===== src/rtl/pipe_ctrl_pkg.sv =====
// pipe_ctrl_pkg: shared widths, RV32I opcode/funct3 constants and pipe FSM encodings.
package pipe_ctrl_pkg;
   localparam int InstBus     = 32;
   localparam int InstAddrBus = 32;
   localparam int RegAddrBus  = 5;
   localparam logic [InstBus-1:0] ZeroWord = 32'h0;
   localparam logic [6:0] INST_TYPE_L   = 7'b0000011;
   localparam logic [6:0] INST_TYPE_I   = 7'b0010011;
   localparam logic [6:0] INST_TYPE_S   = 7'b0100011;
   localparam logic [6:0] INST_TYPE_R_M = 7'b0110011;
   localparam logic [6:0] INST_TYPE_B   = 7'b1100011;
   localparam logic [6:0] INST_JALR     = 7'b1100111;
   localparam logic [6:0] INST_TYPE_CSR = 7'b1110011;
   localparam logic [2:0] INST_CSRRW    = 3'b001;
   localparam logic [2:0] INST_CSRRS    = 3'b010;
   localparam logic [2:0] INST_CSRRC    = 3'b011;
   typedef enum logic [1:0] {
      PIPE_RUN    = 2'd0,
      PIPE_DRAIN  = 2'd1,
      PIPE_HALTED = 2'd2
   } pipe_state_e;
endpackage


===== src/rtl/pipe_ctrl_hazard_det.sv =====
// pipe_hazard_det: combinational load-use detection between decode and a load in execute.
module pipe_hazard_det
   import pipe_ctrl_pkg::*;
(
   input  logic [InstBus-1:0] id_inst_i,
   input  logic [InstBus-1:0] ex_inst_i,
   output logic               load_use_o
);
   logic [6:0]            id_op;
   logic [2:0]            id_f3;
   logic [RegAddrBus-1:0] rs1, rs2, ex_rd;
   logic                  rs1_use, rs2_use;
   logic                  unused_bits;
   assign unused_bits = ^{id_inst_i[31:25], id_inst_i[11:7], ex_inst_i[31:12]};
   always_comb begin
      id_op      = id_inst_i[6:0];
      id_f3      = id_inst_i[14:12];
      rs1        = id_inst_i[19:15];
      rs2        = id_inst_i[24:20];
      ex_rd      = ex_inst_i[11:7];
      rs2_use    = id_op inside {INST_TYPE_S, INST_TYPE_B, INST_TYPE_R_M};
      rs1_use    = rs2_use || (id_op inside {INST_TYPE_I, INST_TYPE_L, INST_JALR})
                   || (id_op == INST_TYPE_CSR && (id_f3 inside {INST_CSRRW, INST_CSRRS, INST_CSRRC}));
      load_use_o = ex_inst_i[6:0] == INST_TYPE_L && ex_rd != '0
                   && ((rs1_use && rs1 == ex_rd) || (rs2_use && rs2 == ex_rd));
   end
endmodule


===== src/rtl/pipe_ctrl.sv =====
// pipe_ctrl: hold/flush/redirect sequencing with load-use stall, deferred jumps and debug drain/halt.
// Define PIPE_CTRL_PERF_EN to build the saturating stall-cycle counter.
module pipe_ctrl
   import pipe_ctrl_pkg::*;
(
   input  logic                   clk,
   input  logic                   rst,
   input  logic [InstBus-1:0]     id_inst_i,
   input  logic [InstBus-1:0]     ex_inst_i,
   input  logic                   ex_jump_flag_i,
   input  logic [InstAddrBus-1:0] ex_jump_addr_i,
   input  logic                   ex_hold_req_i,
   input  logic                   bus_hold_req_i,
   input  logic                   halt_req_i,
   output logic                   hold_pc_o,
   output logic                   hold_if_id_o,
   output logic                   hold_id_ex_o,
   output logic                   flush_if_id_o,
   output logic                   flush_id_ex_o,
   output logic                   jump_flag_o,
   output logic [InstAddrBus-1:0] jump_addr_o,
   output logic                   halt_ack_o,
   output logic [1:0]             state_o,
   output logic [31:0]            stall_cnt_o
);
   pipe_state_e            state_q, state_d;
   logic [1:0]             drain_cnt_q, drain_cnt_d;
   logic                   pend_valid_q, pend_valid_d;
   logic [InstAddrBus-1:0] pend_addr_q, pend_addr_d;
   logic                   halt_ack_q;
   logic                   hold, redirect, load_use;
   logic                   hold_pc, hold_if_id, hold_id_ex, flush_if_id, flush_id_ex;
   logic [InstAddrBus-1:0] jump_addr;

   pipe_hazard_det u_hazard (
      .id_inst_i  (id_inst_i),
      .ex_inst_i  (ex_inst_i),
      .load_use_o (load_use)
   );

   always_comb begin
      hold        = ex_hold_req_i | bus_hold_req_i;
      redirect    = ~hold & (pend_valid_q | ex_jump_flag_i);
      hold_pc     = 1'b0;
      hold_if_id  = 1'b0;
      hold_id_ex  = 1'b0;
      flush_if_id = 1'b0;
      flush_id_ex = 1'b0;
      jump_addr   = redirect ? (pend_valid_q ? pend_addr_q : ex_jump_addr_i) : ZeroWord;
      if (hold) begin
         hold_pc    = 1'b1;
         hold_if_id = 1'b1;
         hold_id_ex = 1'b1;
      end else if (redirect) begin
         flush_if_id = 1'b1;
         flush_id_ex = 1'b1;
      end else if (load_use || state_q != PIPE_RUN) begin
         hold_pc     = 1'b1;
         hold_if_id  = 1'b1;
         flush_id_ex = 1'b1;
      end
      // a redirect seen while held is re-latched every held cycle and replayed once hold drops
      pend_valid_d = hold & (pend_valid_q | ex_jump_flag_i);
      pend_addr_d  = (hold & ex_jump_flag_i) ? ex_jump_addr_i : pend_addr_q;
      state_d      = state_q;
      drain_cnt_d  = drain_cnt_q;
      case (state_q)
         PIPE_RUN: if (halt_req_i && !hold) begin
            state_d     = PIPE_DRAIN;
            drain_cnt_d = '0;
         end
         PIPE_DRAIN: if (!halt_req_i) state_d = PIPE_RUN;
            else if (!hold) begin
               drain_cnt_d = drain_cnt_q + 2'd1;
               state_d     = drain_cnt_q == 2'd1 ? PIPE_HALTED : PIPE_DRAIN;
            end
         PIPE_HALTED: if (!halt_req_i) state_d = PIPE_RUN;
         default: state_d = PIPE_RUN;
      endcase
   end

   always_ff @(posedge clk or negedge rst) begin
      if (!rst) begin
         state_q      <= PIPE_RUN;
         drain_cnt_q  <= '0;
         pend_valid_q <= 1'b0;
         pend_addr_q  <= ZeroWord;
         halt_ack_q   <= 1'b0;
      end else begin
         state_q      <= state_d;
         drain_cnt_q  <= drain_cnt_d;
         pend_valid_q <= pend_valid_d;
         pend_addr_q  <= pend_addr_d;
         halt_ack_q   <= state_q == PIPE_HALTED;
      end
   end

`ifdef PIPE_CTRL_PERF_EN
   logic [31:0] stall_cnt_q, stall_cnt_d;
   assign stall_cnt_d = (hold_pc && state_q != PIPE_HALTED && stall_cnt_q != 32'hFFFF_FFFF)
                        ? stall_cnt_q + 32'd1 : stall_cnt_q;
   always_ff @(posedge clk or negedge rst) begin
      if (!rst) stall_cnt_q <= '0;
      else      stall_cnt_q <= stall_cnt_d;
   end
   assign stall_cnt_o = stall_cnt_q;
`else
   assign stall_cnt_o = ZeroWord;
`endif

   // combinational outputs are forced quiet while reset is asserted
   assign hold_pc_o     = rst & hold_pc;
   assign hold_if_id_o  = rst & hold_if_id;
   assign hold_id_ex_o  = rst & hold_id_ex;
   assign flush_if_id_o = rst & flush_if_id;
   assign flush_id_ex_o = rst & flush_id_ex;
   assign jump_flag_o   = rst & redirect;
   assign jump_addr_o   = rst ? jump_addr : ZeroWord;
   assign halt_ack_o    = halt_ack_q;
   assign state_o       = state_q;
endmodule


===== config.mk =====
export PLATFORM = sky130hd
export DESIGN_NAME = pipe_ctrl
export DESIGN_NICKNAME = d
export VERILOG_FILES = /design/src/rtl/pipe_ctrl_pkg.sv /design/src/rtl/pipe_ctrl_hazard_det.sv /design/src/rtl/pipe_ctrl.sv
export SDC_FILE = /design/constraint.sdc
export NUM_CORES = 1
export LEC_CHECK = 0
export ABC_CLOCK_PERIOD_IN_PS = 4700
export CAP_MARGIN = 20
export CORE_MARGIN = 8
export CORE_UTILIZATION = 38
export DETAILED_ROUTE_END_ITERATION = 8
export GPL_ROUTABILITY_DRIVEN = 0
export HOLD_SLACK_MARGIN = 0.1
export PLACE_DENSITY = 0.86
export SYNTH_ARGS = -nofsm -noshare
export SYNTH_HDL_FRONTEND = slang
export SYNTH_SLANG_ARGS = --single-unit

===== constraint.sdc =====
create_clock -name clk -period 4.7 [get_ports clk]
set_clock_uncertainty 0.2 [all_clocks]
set_input_delay 1.175 -clock clk [delete_from_list [all_inputs] [get_ports clk]]
set_output_delay 1.175 -clock clk [all_outputs]
set_load 0.02 [all_outputs]

* Yosys cells after proc, flatten, opt, wreduce, memory -nomap -nowiden
Cells that the tools add are included.
Word-level totals: word-level logic and storage cells 79, bits in registers 38
Operators by class: reduce and logical (&&, ||, !) cells 20, equal/unequal tests 21, multiplexer cells 21, add/subtract/negate cells 1, bitwise gates (word level) 11
Operators by type and width (number):
- 32-bit two-way mux | 3
- 7-bit equality test, second input constant | 3
- 2-bit two-way mux | 8
- 7-bit by 2-bit equality test with 1-bit output, second input constant | 2
- 7-bit by 6-bit equality test with 1-bit output, second input constant | 2
- 5-bit equality test | 2
- 3-bit nonzero test | 3
- 1-bit bitwise AND | 8
- 1-bit two-way mux | 8
- 2-bit inequality test, second input constant | 4
- 7-bit by 5-bit equality test with 1-bit output, second input constant | 1
- 3-bit by 2-bit equality test with 1-bit output, second input constant | 2
- 1-bit logical AND | 6
- 2-bit case mux with 3 select lines | 1
- 5-bit nonzero test | 1
- 2-bit by 1-bit equality test with 1-bit output, second input constant | 2
- 1-bit logical OR | 4
- 2-bit case mux with 2 select lines | 1
- 4-bit AND reduction | 1
- 2-bit nonzero test | 2
- 3-bit by 1-bit equality test with 1-bit output, second input constant | 1
- 3-bit inequality test, second input constant | 1
- 3-bit AND reduction | 1
- 2-bit by 1-bit adder with 2-bit output, second input constant | 1
- 5 further kinds | 6

* Longest topological paths before layout
word-level depth 12, gate-level depth with buffers 7

* Modules after synthesis
From an unflattened synthesis, not the netlist that was laid out.
Unflattened totals: cell total of the unflattened synthesis 236, area total of the unflattened synthesis 2693.8 um^2
By module, submodules not included:
- pipe_ctrl | area each 2469.9 um^2, instances 1, cells each 209
- pipe_hazard_det | area each 224.0 um^2, instances 1, cells each 27

* Worst setup path after synthesis
No wires, ideal clock.
path kind input-to-output, start point in ex_inst_i[9], end point out hold_pc_o, cell stages on the path 6, slack 667 ps, arrival 2658 ps, path through xor2_1 a2111o_1 nor4_2 o211ai_1 a31oi_1 buf_4
Between the ends: cells in the longest elaborated chain, start to end 9
RTL lines:
- start, declared | RTL line pipe_ctrl.sv:9 | input logic [InstBus-1:0] ex_inst_i,
- 5-bit equality test | RTL line pipe_ctrl_hazard_det.sv:25 | && ((rs1_use && rs1 == ex_rd) || (rs2_use && rs2 == ex_rd));
- 1-bit logical AND | RTL line pipe_ctrl_hazard_det.sv:25
- 1-bit logical OR | RTL line pipe_ctrl_hazard_det.sv:25
- 1-bit logical AND (*) | RTL line pipe_ctrl_hazard_det.sv:25
- 1-bit logical OR (*) | RTL line pipe_ctrl.sv:57 | end else if (load_use || state_q != PIPE_RUN) begin
- 1-bit two-way mux (*) (3 in a row)
- 1-bit bitwise AND (*)
- end, declared | RTL line pipe_ctrl.sv:15 | output logic hold_pc_o,
Every way passes the cells marked *; elsewhere a longest branch is shown, timed or not.

* Worst setup path after layout
start point in ex_inst_i[9], end point out hold_pc_o
Between the ends: cells in the longest elaborated chain, start to end 9
RTL lines:
- 5-bit equality test | RTL line pipe_ctrl_hazard_det.sv:25
- 1-bit logical AND | RTL line pipe_ctrl_hazard_det.sv:25
- 1-bit logical OR | RTL line pipe_ctrl_hazard_det.sv:25
- 1-bit logical AND (*) | RTL line pipe_ctrl_hazard_det.sv:25
- 1-bit logical OR (*) | RTL line pipe_ctrl.sv:57
- 1-bit two-way mux (*) | RTL line pipe_ctrl.sv:57
- 1-bit two-way mux (*) | RTL line pipe_ctrl.sv:54 | end else if (redirect) begin
- 1-bit two-way mux (*) | RTL line pipe_ctrl.sv:50 | if (hold) begin
- 1-bit bitwise AND (*) | RTL line pipe_ctrl.sv:112 | assign hold_pc_o = rst & hold_pc;
Marked as above.

==> qor_table.md <==
| Metric | This run | Unit |
|:---|:---|:---|
| Result of the run | finished clean | - |
| CP Buf/Inv Count | 2 | - |
| Number of antenna violations at the first check in global routing | 0 | - |
| Synth top area cells | sky130_fd_sc_hd__dfrtp_1 39%, sky130_fd_sc_hd__mux2_2 15%, sky130_fd_sc_hd__mux2i_1 13% | - |
| Final design area excluding fillers | 0.00361 | mm² |
| Max Cap Viol | 0 | - |
| Maximum number of pins on one net before global-route repair | 34 | - |
| Count of flip-flops with a built-in enable after synthesis | 0 | - |
| Psw | 0.252 | mW |
| Gr ovfl total | 0 | - |
| Part of the Yosys area used for sequential elements | 39.3 | % |
| RSZ-0062 raised after global routing | false | - |
| H-tree levels | 2 | - |
| Clk Tree Root Cell | sky130_fd_sc_hd__clkbuf_8 | - |
| Number of detailed-route iterations in the first pass | 4 | - |
| Beginning of the worst register-to-register path | state_o[1] | - |
| Dpl hpwl | 5020 | µm |
| Net count reported at finish | 451 | - |
| Final critical delay including setup and external delays | 4.53 | ns |
| Internal power of the cells | 0.681 | mW |
| Most instantiated library cell after synthesis | sky130_fd_sc_hd__nor2_1 | - |
| Number of standard cells after synthesis | 236 | - |
| Clock-pin slew on the worst setup and hold paths | 0.07 | ns |
| Worst endpoint required time | 3.32 | ns |
| Post-Synth XOR/XNOR Area | 3.62 | % |
| Peak supply drop | 0.000161 | V |
| Final Hold Viols | 0 | - |
| Iter 0 DRT Violations | 42 | - |
| Count of distinct cell types in the synthesized netlist | 33 | - |
| Hold Crit Depth | 2 | - |
| Standard cell with the maximum stage delay on the critical path | sky130_fd_sc_hd__clkdlybuf4s50_1 | - |
| DRC | 0 | - |
| Stage delay of the slowest cell on the critical path | 0.43 | ns |
| Final hold slack | 0.295 | ns |
| Layout overhead on the synthesized area | 49.4 | % |
| Total clock sinks | 38 | - |
| Share of post-route cells with drive strength above 1 | 15.5 | % |
| Asr flop ratio synth | 100 | % |
| Initial core utilization | 38.8 | % |
| Crit Path Class | in -> out | - |
| Combinational family with the most area after synthesis | multiplexers | - |
| Via count of the first global-routing pass | 1975 | - |
| Synthesized area per cell | 10.2 | µm² |
| Commonest register cell after synthesis | sky130_fd_sc_hd__dfrtp_1 | - |
| Vias per inst | 4.65 | - |
| Cell family contributing the most delay on the critical path | compound AO/OA/AOI/OAI gates | - |
| Combinational share of power | 28.6 | % |
| Core area | 0.00624 | mm² |
| Adder-cell share of the synthesized area | 0.517 | % |
| Cell types with the highest counts after synthesis | 39 x sky130_fd_sc_hd__nor2_1, 38 x sky130_fd_sc_hd__dfrtp_1, 34 x sky130_fd_sc_hd__buf_4 | - |
| Number of instances in the placed design | 418 | - |
| Utilization of the core after routing | 57.9 | % |
| Clock power share | 30.0 | % |
| Worst max-slew margin expressed relative to the limit | 32.1 | % |
| Fmax | 0.221 | GHz |
| Overall global routing resource usage | 13.4 | % |
| Worst skew pair latency | 0.28 | ns |
| Max Slew Vio Count | 0 | - |
| HP Class | reg -> reg | - |
| Layout Cells excl Fill | 425 | - |
| Buffer levels on the longest clock path | 2 | - |
| WL/cell | 14.9 | µm |
| Worst-margin pin slew | 1.01 | ns |
| Std cell rows | 29 | - |
| Total power density per cell area | 258 | mW/mm² |
| Worst min-delay path endpoint | drain_cnt_q[1] | - |
| Area of the mapped netlist | 0.00242 | mm² |
| Crit start category | primary input | - |
| Depth of the worst register-to-register path | 3 | - |
| Inserted Clock Buffers | 5 | - |
| Critical path endpoint category | output port | - |
| Final critical-path share of the clock period | 96.4 | % |
| Fraction of power spent switching nets | 27.0 | % |
| Endpoint of the worst register-to-register path | drain_cnt_q[1] | - |
| Flop2flop setup slack | 3.29 | ns |
| Fraction of the mapped netlist area in simple logic gates | 11.7 | % |
| Die area | 0.00917 | mm² |
| Total via count in the routed design | 1977 | - |
| Sequential share of power | 41.4 | % |
| Share of synthesized area spent on multiplexers | 28.1 | % |
| Area fraction in compound gates after synthesis | 3.21 | % |
| Area share of the leading cell type in the synthesized netlist | 39.3 | % |
| Boundary pin count | 175 | - |
| Leakage power figure | 1.60 | nW |
| First-pass GRT wire length | 9780 | µm |
| Antenna viol nets, final | 0 | - |
| Launch point of the worst hold path | drain_cnt_q[1] | - |
| Diodes inserted | 0 | - |
| Maximum net fanout on the critical path | 2 | - |
| Setup bufs post-CTS | 0 | - |
| # port buffers | 110 | - |
| Setup-failing EPs final | 0 | - |
| Cell type contributing the most total cell area after synthesis | sky130_fd_sc_hd__dfrtp_1 | - |
| Total placed instance area | 0.00350 | mm² |
| WL final | 6340 | µm |
| Chip width | 95.8 | µm |
| Clock tree from TritonCTS | yes | - |
| Synthesis-stage register bit count | 38 | - |
| Height of the chip | 95.8 | µm |
| Synth Warn # | 0 | - |
| Worst EP arrival | 3.16 | ns |
| Series of cell instances along the critical path | clkdlybuf4s50_1 > xor2_1 > a2111o_1 > nor4_2 > o211ai_1 > a31oi_1 > dlygate4sd2_1 | - |
==> layout make-up <==
cell class	instances	area [µm²]
Clock buffer	6	82.6
Clock inverter	1	30.0
Fill cell	551	2630
Inverter	4	15.0
Multi-Input combinational cell	180	1280
Sequential cell	38	952
Tap cell	77	96.3
Timing Repair Buffer	119	1160
==> cells by family (layout without fill, tap and decap cells) <==
logic type / after synthesis / after routing
compound gates: 11 / 11
xor+xnor: 10 / 10
fa+ha+maj: 1 / 1
buf+inv: 49 / 130
flops: 38 / 38
mux: 64 / 64
other cells: 1 / 32
simple gates: 62 / 62
==> placed cells by master, fill, tap and decap left out, types with 2 or more instances in the layout <==
master / instances
sky130_fd_sc_hd__clkdlybuf4s50_1: 106
sky130_fd_sc_hd__nor2_1: 39
sky130_fd_sc_hd__dfrtp_1: 37
sky130_fd_sc_hd__mux2i_1: 32
sky130_fd_sc_hd__mux2_2: 32
sky130_fd_sc_hd__conb_1: 32
sky130_fd_sc_hd__buf_4: 9
sky130_fd_sc_hd__clkbuf_8: 6
sky130_fd_sc_hd__nand2_1: 5
sky130_fd_sc_hd__xnor2_1: 5
sky130_fd_sc_hd__xor2_1: 5
sky130_fd_sc_hd__inv_1: 4
sky130_fd_sc_hd__nand3_1: 3
sky130_fd_sc_hd__nor3_1: 3
sky130_fd_sc_hd__a31oi_1: 3
sky130_fd_sc_hd__nor2b_1: 3
sky130_fd_sc_hd__dlygate4sd2_1: 3
sky130_fd_sc_hd__o31ai_1: 2
==> sequential cells by signal, indices dropped and copies added, names as in the netlist <==
| signal | count |
|---|---|
| state_o | 2 |
| drain_cnt_q | 2 |
| pend_valid_q | 1 |
| halt_ack_o | 1 |
| pend_addr_q | 32 |
==> per-stage QoR <==
step / setup WS (ns) / TNS (ns) / total power, mW
CTS: 0.0490 / 0 / 0.944
global route: 0.0533 / 0 / 0.984
detailed placement: -0.138 / -0.240 / 0.662
floorplan: 0.667 / 0 / 0.561
global placement: -0.133 / -0.265 / 0.654
finish: 0.168 / 0 / 0.933
==> worst max path at each step <==
stage,startpoint,end,slack (ns),depth (start not counted)
floorplan,ex_inst_i[9],hold_pc_o,0.67,6
finish,ex_inst_i[9],hold_pc_o,0.17,7
detailed placement,ex_inst_i[9],hold_pc_o,-0.14,7
global route,ex_inst_i[9],hold_pc_o,0.05,7
global placement,ex_inst_i[9],hold_pc_o,-0.13,7
CTS,ex_jump_flag_i,jump_addr_o[15],0.05,5
==> worst reg2reg max path: stages, from the launching register on <==
cell and delay [ns]:
sky130_fd_sc_hd__dfrtp_1 0.43, sky130_fd_sc_hd__nor3_1 0.32, sky130_fd_sc_hd__nand2_1 0.16, sky130_fd_sc_hd__o31ai_1 0.21
==> metal layers <==
metal | GRT usage, % | up-vias | share of wire, %
met3 | 3.74 | 6 | 7.5
met4 | 3.33 | 0 | 0.93
met5 | 0 | - | 0
met1 | 15.4 | 941 | 39
li1 | - | 961 | -
met2 | 23.9 | 69 | 53
==> what timing repair did <==
item / 4_1_cts / 5_1_grt
gates resized for setup: 3 / 1
setup endpoints to repair: 3 / 13
hold buffers: 0 / 0
==> power by group through the flow <==
stage,clock network (mW),registers [mW],logic (mW)
floorplan,0,0.388,0.174
global placement,0,0.390,0.264
finish,0.280,0.386,0.267
detailed placement,0,0.393,0.270
CTS,0.288,0.386,0.269
global route,0.303,0.391,0.290
Power figures use the tool's default switching activity.
